File: config.mk
export PLATFORM = sky130hd
export DESIGN_NAME = quad_encoder_counter
export DESIGN_NICKNAME = d
export VERILOG_FILES = /design/src/rtl/quad_encoder_counter.sv
export SDC_FILE = /design/constraint.sdc
export NUM_CORES = 1
export LEC_CHECK = 0
export CELL_PAD_IN_SITES_DETAIL_PLACEMENT = 1
export CELL_PAD_IN_SITES_GLOBAL_PLACEMENT = 2
export CORE_MARGIN = 1
export CORE_UTILIZATION = 32
export DETAILED_ROUTE_END_ITERATION = 10
export GPL_TIMING_DRIVEN = 0
export PLACE_DENSITY = 0.77
export SKIP_CTS_REPAIR_TIMING = 1
export SLEW_MARGIN = 20
export SYNTH_ARGS = -nofsm -noshare
export SYNTH_HDL_FRONTEND = slang
export SYNTH_SLANG_ARGS = --single-unit
export TNS_END_PERCENT = 1
File: constraint.sdc
create_clock -name clk -period 3.1 [get_ports clk]
set_clock_uncertainty 0.15 [all_clocks]
set_input_delay 0.465 -clock clk [delete_from_list [all_inputs] [get_ports clk]]
set_output_delay 0.465 -clock clk [all_outputs]
set_load 0.02 [all_outputs]
File: src/rtl/quad_encoder_counter.sv
// Quadrature encoder front end: input sync, glitch filter, 4x decode,
// signed position counter, direction with idle timeout, illegal-edge flag.
module quad_encoder_counter #(
    parameter int CNT_WIDTH   = 16,
    parameter int SYNC_STAGES = 2,
    parameter int FILTER_LEN  = 4,
    parameter int IDLE_CYCLES = 1000
) (
    input  logic                 clk,
    input  logic                 rst,
    input  logic                 clr,
    input  logic                 A,
    input  logic                 B,
    output logic [1:0]           dir,
    output logic [CNT_WIDTH-1:0] position,
    output logic                 step,
    output logic                 err
);

    localparam int FW       = $clog2(FILTER_LEN + 1);
    localparam int IW       = $clog2(IDLE_CYCLES + 1);
    localparam int INIT_LEN = SYNC_STAGES + FILTER_LEN;
    localparam int NW       = $clog2(INIT_LEN + 1);

    typedef enum logic {INIT, RUN} state_t;

    state_t                 state_q, state_d;
    logic [SYNC_STAGES-1:0] sa_q, sa_d, sb_q, sb_d;
    logic [1:0]             f_q, f_d, p_q, p_d;
    logic [1:0][FW-1:0]     fc_q, fc_d;
    logic [NW-1:0]          init_q, init_d;
    logic [IW-1:0]          idle_q, idle_d;
    logic [CNT_WIDTH-1:0]   pos_q, pos_d;
    logic [1:0]             dir_q, dir_d;
    logic                   step_q, step_d;
    logic                   err_q, err_d;
    logic [1:0]             s;
    logic [1:0]             delta;

    // Gray-coded {A,B} to quadrature phase: 00->0, 10->1, 11->2, 01->3
    function automatic logic [1:0] phase(input logic [1:0] ab);
        return {ab[0], ab[1] ^ ab[0]};
    endfunction

    always_comb begin
        state_d = state_q;
        sa_d    = {sa_q[SYNC_STAGES-2:0], A};
        sb_d    = {sb_q[SYNC_STAGES-2:0], B};
        f_d     = f_q;
        p_d     = f_q;
        fc_d    = fc_q;
        init_d  = init_q;
        idle_d  = idle_q;
        pos_d   = pos_q;
        dir_d   = dir_q;
        step_d  = 1'b0;
        err_d   = err_q;
        s       = {sa_q[SYNC_STAGES-1], sb_q[SYNC_STAGES-1]};
        delta   = phase(f_q) - phase(p_q);

        unique case (state_q)
            INIT: begin
                // Track the resting level so a non-00 start neither counts nor errors
                f_d  = s;
                fc_d = '0;
                if (init_q == NW'(INIT_LEN - 1)) begin
                    state_d = RUN;
                    init_d  = '0;
                end else begin
                    init_d = init_q + NW'(1);
                end
            end
            RUN: begin
                for (int i = 0; i < 2; i++) begin
                    if (s[i] == f_q[i]) begin
                        fc_d[i] = '0;
                    end else if (fc_q[i] == FW'(FILTER_LEN - 1)) begin
                        f_d[i]  = s[i];
                        fc_d[i] = '0;
                    end else begin
                        fc_d[i] = fc_q[i] + FW'(1);
                    end
                end

                if (f_q != p_q) begin
                    case (delta)
                        2'd1: begin
                            pos_d  = pos_q + CNT_WIDTH'(1);
                            step_d = 1'b1;
                            dir_d  = 2'b01;
                            idle_d = IW'(IDLE_CYCLES);
                        end
                        2'd3: begin
                            pos_d  = pos_q - CNT_WIDTH'(1);
                            step_d = 1'b1;
                            dir_d  = 2'b10;
                            idle_d = IW'(IDLE_CYCLES);
                        end
                        default: err_d = 1'b1;
                    endcase
                end

                if (!step_d && idle_q != '0) begin
                    idle_d = idle_q - IW'(1);
                    if (idle_q == IW'(1)) begin
                        dir_d = 2'b00;
                    end
                end

                if (clr) begin
                    pos_d = '0;
                    err_d = 1'b0;
                end
            end
            default: state_d = INIT;
        endcase
    end

    always_ff @(posedge clk) begin
        if (rst) begin
            state_q <= INIT;
            sa_q    <= '0;
            sb_q    <= '0;
            f_q     <= '0;
            p_q     <= '0;
            fc_q    <= '0;
            init_q  <= '0;
            idle_q  <= '0;
            pos_q   <= '0;
            dir_q   <= '0;
            step_q  <= 1'b0;
            err_q   <= 1'b0;
        end else begin
            state_q <= state_d;
            sa_q    <= sa_d;
            sb_q    <= sb_d;
            f_q     <= f_d;
            p_q     <= p_d;
            fc_q    <= fc_d;
            init_q  <= init_d;
            idle_q  <= idle_d;
            pos_q   <= pos_d;
            dir_q   <= dir_d;
            step_q  <= step_d;
            err_q   <= err_d;
        end
    end

    assign dir      = dir_q;
    assign position = pos_q;
    assign step     = step_q;
    assign err      = err_q;

endmodule
==> results.md <==
* Final design utilization at 42.2%
* CP top delay family: compound AO/OA/AOI/OAI gates
* DRC at 0
* # diodes at 0
* Final min period at 3270 ps
* Die W at just over 90 µm
* Setup TNS at -426 ps
* Synth top area cells: dfxtp_1 36%, ha_1 9.8%, nor2_1 4.9%, a21oi_1 4.3%, xnor2_1 3.6%
* Pwr Density at 321 nW/µm²
* DR vias/cell at 5.12
* Hold_sp: fc_q[0]
* EDFF count, synth at 0
* CTS sink cnt at 48
* Worst-case clock buffer depth at 2
* Switch share at 24.3%
* Global route overflow at 0
* Commonest non-fill, non-tap cell in the layout: dfxtp_1
* Synth Cell Area at 2680 µm²
* Clock slew at reported path FFs at approximately 90 ps
* Share of the synthesized area in the top cell type at a little over a third
* Die area at roughly 8800 µm²
* Period utilization at 106%
* Clock Power Share at a little over a third
* Initial antenna violation count at 0
* Area taken by multi-input logic gates at between 1500 and 2000 µm²
* Relative slew slack at 53.3%
* Failing checks: setup timing
* Synthesized instance count at 296
* Final Net Count at 367
* Htree depth at 2
* Setup violators final at 5
* Final WL at a little under 7 mm
* Core Rows at 33
* Yosys warns at 0
* Sequential share of the synthesized area at 35.8%
* CP endpoint kind: flip-flop
* Crit path DAT at 3320 ps
* Fin. Hold Viols at 0
* Post-synthesis async set-or-reset flop share at 0%
* R2R Path Start: p_q[1]
* WL/cell at 15.2 µm
* Reg-to-Reg End: position[8]
* Psw at 0.269 mW
* Int Pwr at about 0.84 mW
* WP buf/inv at 1
* RSZ-0062 raised after global routing: yes
* Register area at 976 µm²
* Core Region at 8180 µm²
* DRT Pass-1 Iters at 4
* Num ports at 25
* Vias in the first global route at 2,202
* Slew @ Worst Pin at 701 ps
* WHS Endpoint: fc_q[0]
* CTS tree: done
* WP data required at 3150 ps
* Share of layout cells above drive strength 1 at 17.9%
* Status: finished, violations left
* MaxCap Viol Count at 0
* Worst skew pair latency at 300 ps
* Number of buffers added on ports at 24
* F_max at 305 MHz
* Total chip power at about 1.1 mW
* Mean Syn Cell Area at 9.07 µm²
* Reg2reg setup slack at -170 ps
* Commonest cells after routing, fill and taps aside: 44 x dfxtp_1, 35 x nor2_1, 24 x clkdlybuf4s50_1
* Initial DRC Count at 34
* CTS Buf Count at 5
* Worst hold path type: reg -> reg
* #FFs+latches synth at 48
* Clock Root Buffer: clkbuf_8
* Slowest stage delay, CP at 360 ps
* CP Class: reg -> reg
* DRT antenna net count at 0
* Filler cells at 951
* Slowest cell on crit path: dfxtp_4
* Seq pwr share at 56.7%
* Worst-path cell chain: xor2_2 -> ha_4 -> xor2_4 -> or2_4 -> clkinv_8 -> ha_4 -> nor2b_4 -> o31a_1 -> o21a_1 -> o21a_1 -> or3_1 -> a32o_1
* Total track usage at 15.4%
* Global-route wire length before repair at between 10 and 15 mm
* Synth cell types at 59
* Worst Hold Path Cells at 1
* R2R depth at 12
* Post-synth top flop: dfxtp_1
* Final Max Tran Viols at 0
* Leakage at 1.42 nW
* VDD IR max at between 0.15 and 0.2 mV
* CP startpoint: p_q[1]
* Via Count at 2,284
* DPL Wire Length at 4.69 mm
* CP Launch Type: flip-flop
* Combinational fraction of design power at 7.5%
* Largest net degree at the start of global routing at 17
* CP max FO at 8
* DIE HEIGHT at 93.6 µm
* Min setup slack post-route at -175 ps
* GPL Wtd Cong at approximately 0.75
* Synth-to-Final Area Change at 28.6%
* Synth area leader: dfxtp_1
* Synthesized Nets at 323
* Initial Util at 32.8%
==> worst max-delay path by stage <==
stage                         endpoint  slack [ps]  cells past startpoint
after floorplan            position[8]           4                     11
after global placement     position[8]        -250                     11
after detailed placement  position[15]        -270                     12
after CTS                 position[15]        -290                     12
after global routing       position[8]        -250                     12
final                      position[8]        -170                     12
==> cell families after synthesis <==
family          count (synthesis)  share of synthesized area [%]
compound gates                 83                           22.8
xor+xnor                       24                           8.39
fa+ha+maj                      22                           10.5
buf+inv                        24                           3.92
flops                          48                           35.8
mux                             1                          0.373
simple gates                   94                           18.2
==> layer usage <==
layer,GRT usage [%],share of wire [%],routed length (µm)
met5,0,0,0
met4,3.85,0.56,38
met3,2.52,1.6,107
met2,25.2,49,3340
met1,20.8,49,3300
==> state kept, by name, summed over array words and instances, names as in the netlist, 2 cells and up <==
signal    flops
idle_q       10
init_q        3
fc_q          6
dir           2
position     16
sa_q          2
p_q           2
sb_q          2
f_q           2
==> power groups by stage <==
stage / Sequential, mW / Combinational (mW) / Clock (mW)
after floorplan: 0.643 / 0.0468 / 0
after global placement: 0.644 / 0.0661 / 0
after detailed placement: 0.644 / 0.0676 / 0
after CTS: 0.630 / 0.0680 / 0.421
after global routing: 0.629 / 0.0906 / 0.441
final: 0.628 / 0.0835 / 0.396
==> stage by stage <==
step | cells | hold WS (ps) | worst slack [ps] | instance area [µm²]
final | 446 | 277 | -175 | 3450
after global routing | 446 | 305 | -252 | 3450
after CTS | 433 | 281 | -293 | 3170
after detailed placement | 425 | 268 | -272 | 3070
after global placement | 425 | 261 | -251 | 3070
after floorplan | 296 | 249 | 4.43 | 2700
==> worst reg2reg max path: stages, from the launching register on <==
cell and delay, ps:
dfxtp_4 360, xor2_2 190, ha_4 190, xor2_4 180
or2_4 330, clkinv_8 100, ha_4 210, nor2b_4 120
o31a_1 320, o21a_1 200, o21a_1 200, or3_1 360
a32o_1 260
==> cell usage after synthesis (3+ instances only) <==
master,instances
or3_1,5
nand3_1,3
a31oi_1,5
nand4_1,4
o21a_1,4
a21oi_1,23
buf_2,3
dfxtp_1,48
nand2_1,10
a21o_1,9
o21ai_0,8
xnor2_1,11
ha_1,21
nand3b_1,3
nor2b_1,9
clkbuf_1,4
xor2_1,11
a22o_1,4
a22oi_1,7
nor4_1,3
nor3_1,8
o211ai_1,4
inv_1,13
nor2_1,35
==> final cells by class <==
cell class                      count  share of cell area [%]
Tap cell                          105                    3.81
Multi-Input combinational cell    224                    51.3
Clock inverter                      2                   0.435
Sequential cell                    48                    28.3
Timing Repair Buffer               37                    10.2
Buffer                              9                    1.41
Clock buffer                        6                    2.39
Inverter                           14                    1.89
Timing Repair inverter              1                   0.326
Power figures use the tool's default switching activity.
